==> src/rtl/matrix_scan_ctrl_pkg.sv <==
// Shared definitions for the bolometer matrix scan sequencer.
//   scan_state_e : sequencer states
//   AdcErrFill   : sample value reported when a conversion times out
//                  (slice the low AdcW bits)
package matrix_scan_ctrl_pkg;

  typedef enum logic [2:0] {
    ST_IDLE   = 3'd0,
    ST_SETTLE = 3'd1,
    ST_CONV   = 3'd2,
    ST_WAIT   = 3'd3,
    ST_STORE  = 3'd4
  } scan_state_e;

  localparam int unsigned MaxAdcW = 64;
  localparam logic [MaxAdcW-1:0] AdcErrFill = '1;

endpackage

==> src/rtl/matrix_scan_ctrl_delay_cnt.sv <==
// Loadable saturating down-counter used for the settle and ADC-timeout delays.
//   clk_i    : clock
//   rst_ni   : asynchronous active-low reset (count -> 0)
//   load     : load load_val (has priority over counting)
//   load_val : start value
//   en       : count down by one (holds at zero)
//   last     : count is at its final cycle (<= 1)
module scan_delay_cnt #(
  parameter int unsigned CntW = 4
) (
  input  logic            clk_i,
  input  logic            rst_ni,
  input  logic            load,
  input  logic [CntW-1:0] load_val,
  input  logic            en,
  output logic            last
);

  logic [CntW-1:0] cnt_q;

  always_ff @(posedge clk_i or negedge rst_ni) begin
    if (!rst_ni) begin
      cnt_q <= '0;
    end else if (load) begin
      cnt_q <= load_val;
    end else if (en && (cnt_q != '0)) begin
      cnt_q <= cnt_q - CntW'(1);
    end
  end

  // Loaded with N, the state using this counter lasts N cycles: the
  // transition fires in the cycle where the count reads 1.
  assign last = (cnt_q <= CntW'(1));

endmodule

==> src/rtl/matrix_scan_ctrl.sv <==
// Scan sequencer for the bolometer pixel mux matrix. Steps row/column
// addresses, waits for the analog path to settle, requests one ADC
// conversion per pixel and forwards each sample tagged with its address.
//   clk_i/rst_ni       : clock, asynchronous active-low reset
//   start_i/stop_i     : start one frame (IDLE only) / abort to IDLE
//   col_step_o         : strobe advancing the external column counter
//   row_o/col_o        : current pixel address
//   adc_start_o        : conversion request strobe
//   adc_done_i/_data_i : conversion complete pulse and its result
//   pix_data_o/_row_o/_col_o/_valid_o : tagged sample and its strobe
//   frame_done_o       : strobe alongside the last pixel of a frame
//   busy_o             : high outside IDLE
//   err_o              : sticky ADC-timeout flag, cleared by start
module matrix_scan_ctrl
  import matrix_scan_ctrl_pkg::*;
#(
  parameter int unsigned Rows          = 2,
  parameter int unsigned Cols          = 2,
  parameter int unsigned Width         = 5,
  parameter int unsigned AdcW          = 16,
  parameter int unsigned SettleCycles  = 100,
  parameter int unsigned TimeoutCycles = 1024,
  parameter bit          Continuous    = 1'b0
) (
  input  logic             clk_i,
  input  logic             rst_ni,
  input  logic             start_i,
  input  logic             stop_i,
  output logic             col_step_o,
  output logic [Width-1:0] row_o,
  output logic [Width-1:0] col_o,
  output logic             adc_start_o,
  input  logic             adc_done_i,
  input  logic [AdcW-1:0]  adc_data_i,
  output logic [AdcW-1:0]  pix_data_o,
  output logic [Width-1:0] pix_row_o,
  output logic [Width-1:0] pix_col_o,
  output logic             pix_valid_o,
  output logic             frame_done_o,
  output logic             busy_o,
  output logic             err_o
);

  localparam int unsigned SetW = $clog2(SettleCycles) + 1;
  localparam int unsigned ToW  = $clog2(TimeoutCycles) + 1;
  localparam logic [Width-1:0] LastRow = Width'(Rows - 1);
  localparam logic [Width-1:0] LastCol = Width'(Cols - 1);

  scan_state_e state_q, state_d;
  logic [Width-1:0] row_q, col_q, row_d, col_d;
  logic settle_load, settle_last, to_load, to_last;
  logic last_col, last_pix;

  logic             store_d, adc_start_d, busy_d, frame_done_d, err_d;
  logic [AdcW-1:0]  pix_data_d;
  logic             col_step_q, adc_start_q, pix_valid_q, frame_done_q, busy_q, err_q;
  logic [AdcW-1:0]  pix_data_q;
  logic [Width-1:0] pix_row_q, pix_col_q;

  assign last_col = (col_q == LastCol);
  assign last_pix = last_col && (row_q == LastRow);

  // Counters load on entry to the state they time.
  assign settle_load = (state_d == ST_SETTLE) && (state_q != ST_SETTLE);
  assign to_load     = (state_q == ST_CONV) && (state_d == ST_WAIT);

  scan_delay_cnt #(.CntW(SetW)) u_settle_cnt (
    .clk_i    (clk_i),
    .rst_ni   (rst_ni),
    .load     (settle_load),
    .load_val (SetW'(SettleCycles)),
    .en       (state_q == ST_SETTLE),
    .last     (settle_last)
  );

  scan_delay_cnt #(.CntW(ToW)) u_timeout_cnt (
    .clk_i    (clk_i),
    .rst_ni   (rst_ni),
    .load     (to_load),
    .load_val (ToW'(TimeoutCycles)),
    .en       (state_q == ST_WAIT),
    .last     (to_last)
  );

  always_ff @(posedge clk_i or negedge rst_ni) begin
    if (!rst_ni) begin
      state_q <= ST_IDLE;
    end else begin
      state_q <= state_d;
    end
  end

  always_comb begin
    state_d = state_q;
    if (stop_i) begin
      state_d = ST_IDLE;
    end else begin
      unique case (state_q)
        ST_IDLE:   if (start_i) state_d = ST_SETTLE;
        ST_SETTLE: if (settle_last) state_d = ST_CONV;
        ST_CONV:   state_d = ST_WAIT;
        ST_WAIT:   if (adc_done_i || to_last) state_d = ST_STORE;
        ST_STORE:  state_d = (last_pix && !Continuous) ? ST_IDLE : ST_SETTLE;
        default:   state_d = ST_IDLE;
      endcase
    end
  end

  // Outputs are registered from the upcoming state so each strobe is high
  // during the state it belongs to; adc_start_o follows CONV by one clock.
  always_comb begin
    row_d = row_q;
    col_d = col_q;
    if (stop_i || (state_q == ST_IDLE && start_i)) begin
      row_d = '0;
      col_d = '0;
    end else if (state_q == ST_STORE) begin
      if (last_pix) begin
        row_d = '0;
        col_d = '0;
      end else if (last_col) begin
        row_d = row_q + Width'(1);
        col_d = '0;
      end else begin
        col_d = col_q + Width'(1);
      end
    end

    store_d      = (state_d == ST_STORE);
    adc_start_d  = to_load;
    busy_d       = (state_d != ST_IDLE);
    frame_done_d = store_d && last_pix;
    pix_data_d   = adc_done_i ? adc_data_i : AdcErrFill[AdcW-1:0];

    err_d = err_q;
    if (state_q == ST_IDLE && state_d == ST_SETTLE) begin
      err_d = 1'b0;
    end else if (store_d && !adc_done_i) begin
      err_d = 1'b1;
    end
  end

  always_ff @(posedge clk_i or negedge rst_ni) begin
    if (!rst_ni) begin
      row_q        <= '0;
      col_q        <= '0;
      col_step_q   <= 1'b0;
      adc_start_q  <= 1'b0;
      pix_valid_q  <= 1'b0;
      frame_done_q <= 1'b0;
      busy_q       <= 1'b0;
      err_q        <= 1'b0;
      pix_data_q   <= '0;
      pix_row_q    <= '0;
      pix_col_q    <= '0;
    end else begin
      row_q        <= row_d;
      col_q        <= col_d;
      col_step_q   <= store_d;
      adc_start_q  <= adc_start_d;
      pix_valid_q  <= store_d;
      frame_done_q <= frame_done_d;
      busy_q       <= busy_d;
      err_q        <= err_d;
      if (store_d) begin
        pix_data_q <= pix_data_d;
        pix_row_q  <= row_q;
        pix_col_q  <= col_q;
      end
    end
  end

  assign row_o        = row_q;
  assign col_o        = col_q;
  assign col_step_o   = col_step_q;
  assign adc_start_o  = adc_start_q;
  assign pix_valid_o  = pix_valid_q;
  assign frame_done_o = frame_done_q;
  assign busy_o       = busy_q;
  assign err_o        = err_q;
  assign pix_data_o   = pix_data_q;
  assign pix_row_o    = pix_row_q;
  assign pix_col_o    = pix_col_q;

endmodule

==> config.mk <==
export PLATFORM = sky130hd
export DESIGN_NAME = matrix_scan_ctrl
export DESIGN_NICKNAME = d
export VERILOG_FILES = /design/src/rtl/matrix_scan_ctrl_pkg.sv /design/src/rtl/matrix_scan_ctrl_delay_cnt.sv /design/src/rtl/matrix_scan_ctrl.sv
export SDC_FILE = /design/constraint.sdc
export NUM_CORES = 1
export LEC_CHECK = 0
export ABC_CLOCK_PERIOD_IN_PS = 1700
export BUFFER_PORTS_ARGS = -buffer_cell sky130_fd_sc_hd__buf_2
export CAP_MARGIN = 20
export CORE_UTILIZATION = 49
export DETAILED_ROUTE_END_ITERATION = 10
export PLACE_DENSITY = 0.77
export SLEW_MARGIN = 15
export SYNTH_ARGS = -nofsm -noshare
export SYNTH_HDL_FRONTEND = slang
export SYNTH_SLANG_ARGS = --single-unit
==> constraint.sdc <==
create_clock -name clk_i -period 1.7 [get_ports clk_i]
set_input_delay 0.34 -clock clk_i [delete_from_list [all_inputs] [get_ports clk_i]]
set_output_delay 0.34 -clock clk_i [all_outputs]
set_load 0.05 [all_outputs]
==> results of run 1 <==
## through the flow
step / util / setup TNS (ns) / cell area [µm²] / std cells
after global placement: 0.651 / -0.335 / 3920 / 456
after global routing: 0.776 / -7.82 / 4680 / 489
after CTS: 0.691 / -1.46 / 4160 / 475
after detailed placement: 0.651 / -1.89 / 3920 / 456
after floorplan: - / -0.190 / 3170 / 277
final: 0.776 / -4.73 / 4680 / 489
## worst max-delay path, cell delays in order (launching register included)
cell and delay, ns:
dfrtp_1 0.44, nor4_4 0.42, a41oi_4 0.25, nor2_4 0.23, buf_12 0.13, mux2_2 0.33
## state kept, by name (all words and copies together), names as in the netlist, 3 cells and up
register	cells
u_settle_cnt.cnt_q	8
row_o	5
u_timeout_cnt.cnt_q	11
state_q	3
pix_row_o	5
pix_data_o	16
col_o	5
pix_col_o	5
## cell type report
class / instances / area [µm²]
Multi-Input combinational cell: 191 / 1840
Sequential cell: 63 / 1590
Fill cell: 332 / 1350
Timing Repair Buffer: 133 / 928
Clock buffer: 12 / 155
Tap cell: 75 / 93.8
Inverter: 11 / 41.3
Clock inverter: 4 / 30.0
## metal layers
layer,up-vias,track usage,part of all wire,routed length (µm)
met2,96,0.363,0.50,4700
met5,-,0,0,0
met1,1475,0.338,0.43,4040
met3,16,0.0522,0.047,434
li1,1302,-,-,-
met4,0,0.104,0.015,143
## cell usage in the layout (no fill, tap or decap), types with 6 or more instances in the layout
| cell | n |
|---|---|
| buf_2 | 62 |
| buf_4 | 60 |
| o21ai_0 | 6 |
| nand3_1 | 8 |
| dfrtp_2 | 10 |
| a21oi_1 | 7 |
| clkbuf_8 | 11 |
| a21oi_2 | 11 |
| dfrtp_1 | 53 |
| buf_6 | 6 |
| nor2_1 | 14 |
| nand2_1 | 12 |
| o22a_1 | 16 |
| mux2_4 | 8 |
## cells in the mapped netlist (5+ instances only)
cell      count  area share
a21oi_1      18       0.029
dfrtp_1      63        0.51
ha_1         10       0.040
inv_1        10       0.012
mux2_2        8       0.029
nand2_1      13       0.016
nand2b_1      5       0.010
nand3_1       9       0.014
nor2_1       14       0.017
nor3_1        5      0.0080
nor4_1        5       0.010
o21ai_0       8       0.013
o22a_1       16       0.045
or3_1         8       0.016
## repair_timing
item                                    in CTS  in global routing
pin swaps                                    7                 17
endpoints found under the setup margin      43                 55
gates resized for setup                     12                 78
cloned                                       0                  2
buffers inserted                             3                 12
## logic make-up (layout without fill, tap and decap cells)
kind of cell / Yosys count / after routing / synth area share
and+or+nand+nor: 91 / 92 / 0.189
AOI/OAI and AO/OA: 71 / 71 / 0.167
DFF: 63 / 63 / 0.506
buffers and inverters: 24 / 160 / 0.0382
muxes: 13 / 13 / 0.0458
adders and majority gates: 10 / 10 / 0.0402
xor gates and xnor gates: 5 / 5 / 0.0141
## where the power goes
group | total, mW | switching, mW | internal, mW
Combinational | 0.844 | 0.438 | 0.407
Sequential | 1.65 | 0.0787 | 1.57
Clock | 1.23 | 0.625 | 0.609
Total | 3.73 | 1.14 | 2.59
## path summary, 6_finish.rpt
path | startpoint | to
worst max-delay path | u_timeout_cnt.cnt_q[4]$_DFFE_PN0P_ | pix_row_o[1]$_DFFE_PN0N_
worst min-delay path | rst_ni | u_timeout_cnt.cnt_q[5]$_DFFE_PN0P_
worst max register to register | u_timeout_cnt.cnt_q[4]$_DFFE_PN0P_ | pix_row_o[1]$_DFFE_PN0N_
worst min register to register | pix_data_o[13]$_DFFE_PN0N_ | pix_data_o[13]$_DFFE_PN0N_
max in group asynchronous | rst_ni | col_o[1]$_DFFE_PN0P_
min in group clk_i | adc_data_i[9] | pix_data_o[9]$_DFFE_PN0N_
==> reports/summary.txt, run 1 <==
Mapped Cells -> 277
CTS clk-pin slew, worst paths -> 0.08 ns
Max Slew Vio Count -> 0
Nets@finish -> 440
Place WS -> -0.0844 ns
Reg2reg path depth -> 5
Leakage power -> 2.14 nW
Ys flop type -> dfrtp_1
Clk root buf -> clkbuf_8
# DRC -> 0
Setup repair after global routing missed its margin -> yes
Post-CTS Hold Buffers -> 0
Average cell area after synthesis -> 11.2 µm²
Critical path class -> reg2reg
Clk sinks -> 63
Failing checks -> negative hold slack, negative setup slack
Worst-skew pair later-pin latency -> 0.34 ns
Post-route ant nets -> 0
Share of cells above drive strength 1 -> 0.580
Worst vdd ir -> 0.000655 V
Area Overhead vs Synth -> 50.2%
CTS max path bufs -> 2
Worst endpoint required time -> 1.93 ns
Gr usage total -> 0.242
Flip-flop and latch count after synthesis -> 63
Clock buffer count from CTS -> 9
Status -> finished, violations left
Initial Util -> 0.517
Die X -> 81.7 µm
FP Rows -> 28
Routed WL -> 9320 µm
Mapped Area -> 3110 µm²
Pwr Density -> 797 nW/µm²
Post-synth net total -> 308
Total design power -> 3.73 mW
Crit path launch type -> flop
Seq/Total Area, Yosys -> 0.506
Slew headroom -> 0.670
Max cap viols -> 0
Number of inserted diodes -> 0
Final GP Congestion -> 0.896
Worst Hold Class -> in2async
Final-report hold violation count -> 11
Final hold slack -> -0.0270 ns
First DRT Iteration DRCs -> 217
Vias in the first global route -> 2610
Post-DP HPWL -> 5000 µm
Maximum clock rate -> 518 MHz
WP data arrival -> 2.15 ns
Number of synthesized flops with an enable pin -> 0
H-tree level count -> 3
Final setup viols -> 48
Yosys warns -> 0
Final min period -> 1.93 ns
Final clock skew -> 0.00871 ns
First-pass GRT wire length -> 12200 µm
Via Count -> 2889
Setup WS post-layout -> -0.229 ns
Total global routing overflow -> 0
Core area -> 6030 µm²
Initial antenna violation count -> 0
I/O Buffers -> 62
Detailed-router iteration count before antenna repair -> 5
Routed length per instance -> 19.0 µm
Synth unique cells -> 60
Die H -> 81.7 µm
Crit share post-route -> 1.13
Largest net degree at the start of global routing -> 64
CP endpoint kind -> flop
Max FO, Critical Path -> 4
CTS tree -> yes
Routed vias/inst -> 5.91
Register-to-Register Setup Slack -> -0.23 ns
Asr flop ratio synth -> 1.00
Die area -> 6680 µm²
Worst-Margin Slew -> 0.493 ns
Num ports -> 63
(Power assumes the default switching activity.)
==> inputs of run 2 (changes only) <==
--- a/config.mk
+++ b/config.mk
@@ -5,13 +5,15 @@
 export SDC_FILE = /design/constraint.sdc
 export NUM_CORES = 1
 export LEC_CHECK = 0
+export ABC_AREA = 1
 export ABC_CLOCK_PERIOD_IN_PS = 1700
 export BUFFER_PORTS_ARGS = -buffer_cell sky130_fd_sc_hd__buf_2
 export CAP_MARGIN = 20
-export CORE_UTILIZATION = 49
+export CORE_UTILIZATION = 51
 export DETAILED_ROUTE_END_ITERATION = 10
-export PLACE_DENSITY = 0.77
+export PLACE_DENSITY = 0.79
 export SLEW_MARGIN = 15
 export SYNTH_ARGS = -nofsm -noshare
 export SYNTH_HDL_FRONTEND = slang
+export SYNTH_HIERARCHICAL = 1
 export SYNTH_SLANG_ARGS = --single-unit
==> run 2 against run 1 <==
Effect of this change:
- the flow finishes with violations (negative setup slack)
- setup slack worse by 0.56 ns
- combinational power grew to 4.5 times the previous value
- routed wire length rose by 54%
- critical path depth is 12 higher
- power increased by 100%
- maximum frequency shrank 23%
- sequential cell count unchanged
- final area increased by 19%
- largest cell class unchanged
- highest routed layer is now met5
==> reports/summary.txt, run 2 <==
Core area -> 6760 µm²
I/O Buffers -> 62
Clk sinks -> 63
Max cap viols -> 0
Top cell type's share of synthesized area -> 0.444
Fillers -> 340
Detailed-router iteration count before antenna repair -> 8
Initial antenna violation count -> 1
CTS clk-pin slew, worst paths -> 0.09 ns
Area Overhead vs Synth -> 56.8%
Yosys top cell by area -> dfrtp_1
Total design power -> 7.48 mW
Crit path largest cell delay -> 0.43 ns
Number of synthesized flops with an enable pin -> 0
Cell chain of the critical path -> nor2_2 > nand2_1 > inv_2 > nand3_2 > a21boi_2 > nor2_2 > nor2_2 > nor2_2 > nor2_2 > nand2_2 > nand2_2 > nor3_4 > buf_4 > buf_6 > nor3_2 > nand2_1 > nand3_1
Max Slew Vio Count -> 0
Share of cells above drive strength 1 -> 0.497
Total global routing overflow -> 0
WP data arrival -> 2.80 ns
Area of the multi-input gates -> 2090 µm²
Failing checks -> negative setup slack
Die area -> 7310 µm²
Nets@finish -> 659
Synth top area cells -> dfrtp_1 (44%), nand2_1 (13%), nand3_1 (5.5%), inv_1 (4.9%), nor2_1 (4.6%)
Worst-Margin Slew -> 0.561 ns
FF/Latch Area -> 1580 µm²
FP Rows -> 30
Placed cell area -> 4650 µm²
H-tree level count -> 3
Post-DP HPWL -> 6280 µm
Setup repair after global routing missed its margin -> yes
Vias in the first global route -> 4245
Crit path launch type -> flop
Via Count -> 4242
Final hold slack -> 0.215 ns
Most common cell in the netlist -> nand2_1
Routed vias/inst -> 5.94
Maximum clock rate -> 402 MHz
Average cell area after synthesis -> 7.92 µm²
Setup TNS -> -25.04 ns
Worst Hold Class -> in2reg
Mapped Cells -> 449
Pwr Density -> 1340 nW/µm²
Clk root buf -> clkbuf_8
Routed WL -> 14400 µm
Worst vdd ir -> 0.000821 V
# DRC -> 0
Asr flop ratio synth -> 1.00
Final clock skew -> 0.0272 ns
Yosys warns -> 6
Final min period -> 2.49 ns
Mapped Area -> 3550 µm²
Worst endpoint required time -> 2.01 ns
Beginning of the critical path -> u_timeout_cnt/cnt_q[5]$_DFFE_PN0P_
Most frequent cells in the layout -> nand2_1 (89), buf_4 (75), buf_2 (62), dfrtp_1 (59), nor2_1 (36)
Die X -> 85.5 µm
Final setup viols -> 52
Most common cell after layout, fill and taps aside -> nand2_1
Max FO, Critical Path -> 5
Max reg flops -> 16
Flip-flop and latch count after synthesis -> 63
Gr usage total -> 0.380
Hold path startpoint -> adc_data_i[5]
Fin cells -> 714
First DRT Iteration DRCs -> 488
CTS max path bufs -> 2
Seq/Total Area, Yosys -> 0.444
Routed length per instance -> 20.1 µm
Worst path slowest cell -> dfrtp_1
Reg2reg path depth -> 17
Commonest cells post-synth -> nand2_1 (124), dfrtp_1 (63), inv_1 (46), nor2_1 (44), nand3_1 (39)
Die H -> 85.5 µm
CP endpoint kind -> flop
Num ports -> 63
Worst-skew pair later-pin latency -> 0.38 ns
Largest net degree at the start of global routing -> 64
CTS tree -> yes
Number of inserted diodes -> 0
Final GP Congestion -> 0.847
Place WS -> -0.544 ns
Post-route ant nets -> 0
Slew headroom -> 0.623
Setup WS post-layout -> -0.790 ns
RR Startpoint -> u_timeout_cnt/cnt_q[5]$_DFFE_PN0P_
Critical path class -> reg2reg
Crit share post-route -> 1.46
Ys flop type -> dfrtp_1
Placed cell count -> 671
Clock buffer count from CTS -> 9
Util after Layout -> 0.825
Most common cell on crit path -> nor2_2
Final-report hold violation count -> 0
WHS Path Cells -> 3
Status -> finished, violations left
Synth unique cells -> 35
Initial Util -> 0.526
Leakage power -> 2.92 nW
First-pass GRT wire length -> 21000 µm
Final Cell Area -> 5570 µm²
-- run 2: power by group --
part | total, mW | switching [mW] | internal (mW)
combinational | 3.78 | 2.30 | 1.48
clock | 1.61 | 0.736 | 0.874
sequential | 2.09 | 0.287 | 1.81
total | 7.48 | 3.32 | 4.16
-- run 2: final timing paths --
kind,endpoint,slack (ns)
setup / recovery,u_settle_cnt/cnt_q[7]$_DFFE_PN0P_,-0.79
hold / removal,pix_data_o[5]$_DFFE_PN0N_,0.21
setup reg to reg,u_settle_cnt/cnt_q[7]$_DFFE_PN0P_,-0.79
hold reg to reg,pix_data_o[7]$_DFFE_PN0N_,0.52
max in group asynchronous,row_o[1]$_DFFE_PN0P_,0.88
min in group asynchronous,err_o$_DFFE_PN0P_,0.50
-- run 2: cells by family after synthesis --
logic type | share of synthesized area
and+or+nand+nor | 0.312
buffers and inverters | 0.0898
DFF | 0.444
AOI/OAI and AO/OA | 0.103
adders and majority gates | 0.0317
xor gates and xnor gates | 0.0148
other | 0.00211
muxes | 0.00282
-- run 2: final cells by class --
type                       count  area share
inverter                      56      0.0386
clock inverter                 6      0.0168
sequential                    63       0.284
timing repair buffer         164       0.242
tap                           80      0.0180
clock buffer                  10      0.0247
multi-input combinational    335       0.376
-- run 2: what timing repair did --
item / CTS / global route
gates resized for setup: 82 / 18
setup buffers: 15 / 3
pin swaps: 17 / 6
endpoints found under the setup margin: 52 / 53
cloned: 8 / 1
hold buffers: 1 / 0
hold endpoints to repair: 13 / 0
-- run 2: worst max-delay path: cells and delay by family, from the launching register on --
kind	cells	cell delay, ns
buf+inv	3	0.35
simple gates	13	1.48
flops	1	0.43
compound gates	1	0.17
-- run 2: metal layers --
metal,global-route usage,part of all wire
met1,0.410,0.33
met2,0.676,0.50
met3,0.0807,0.083
met4,0.241,0.087
met5,0,0.00090
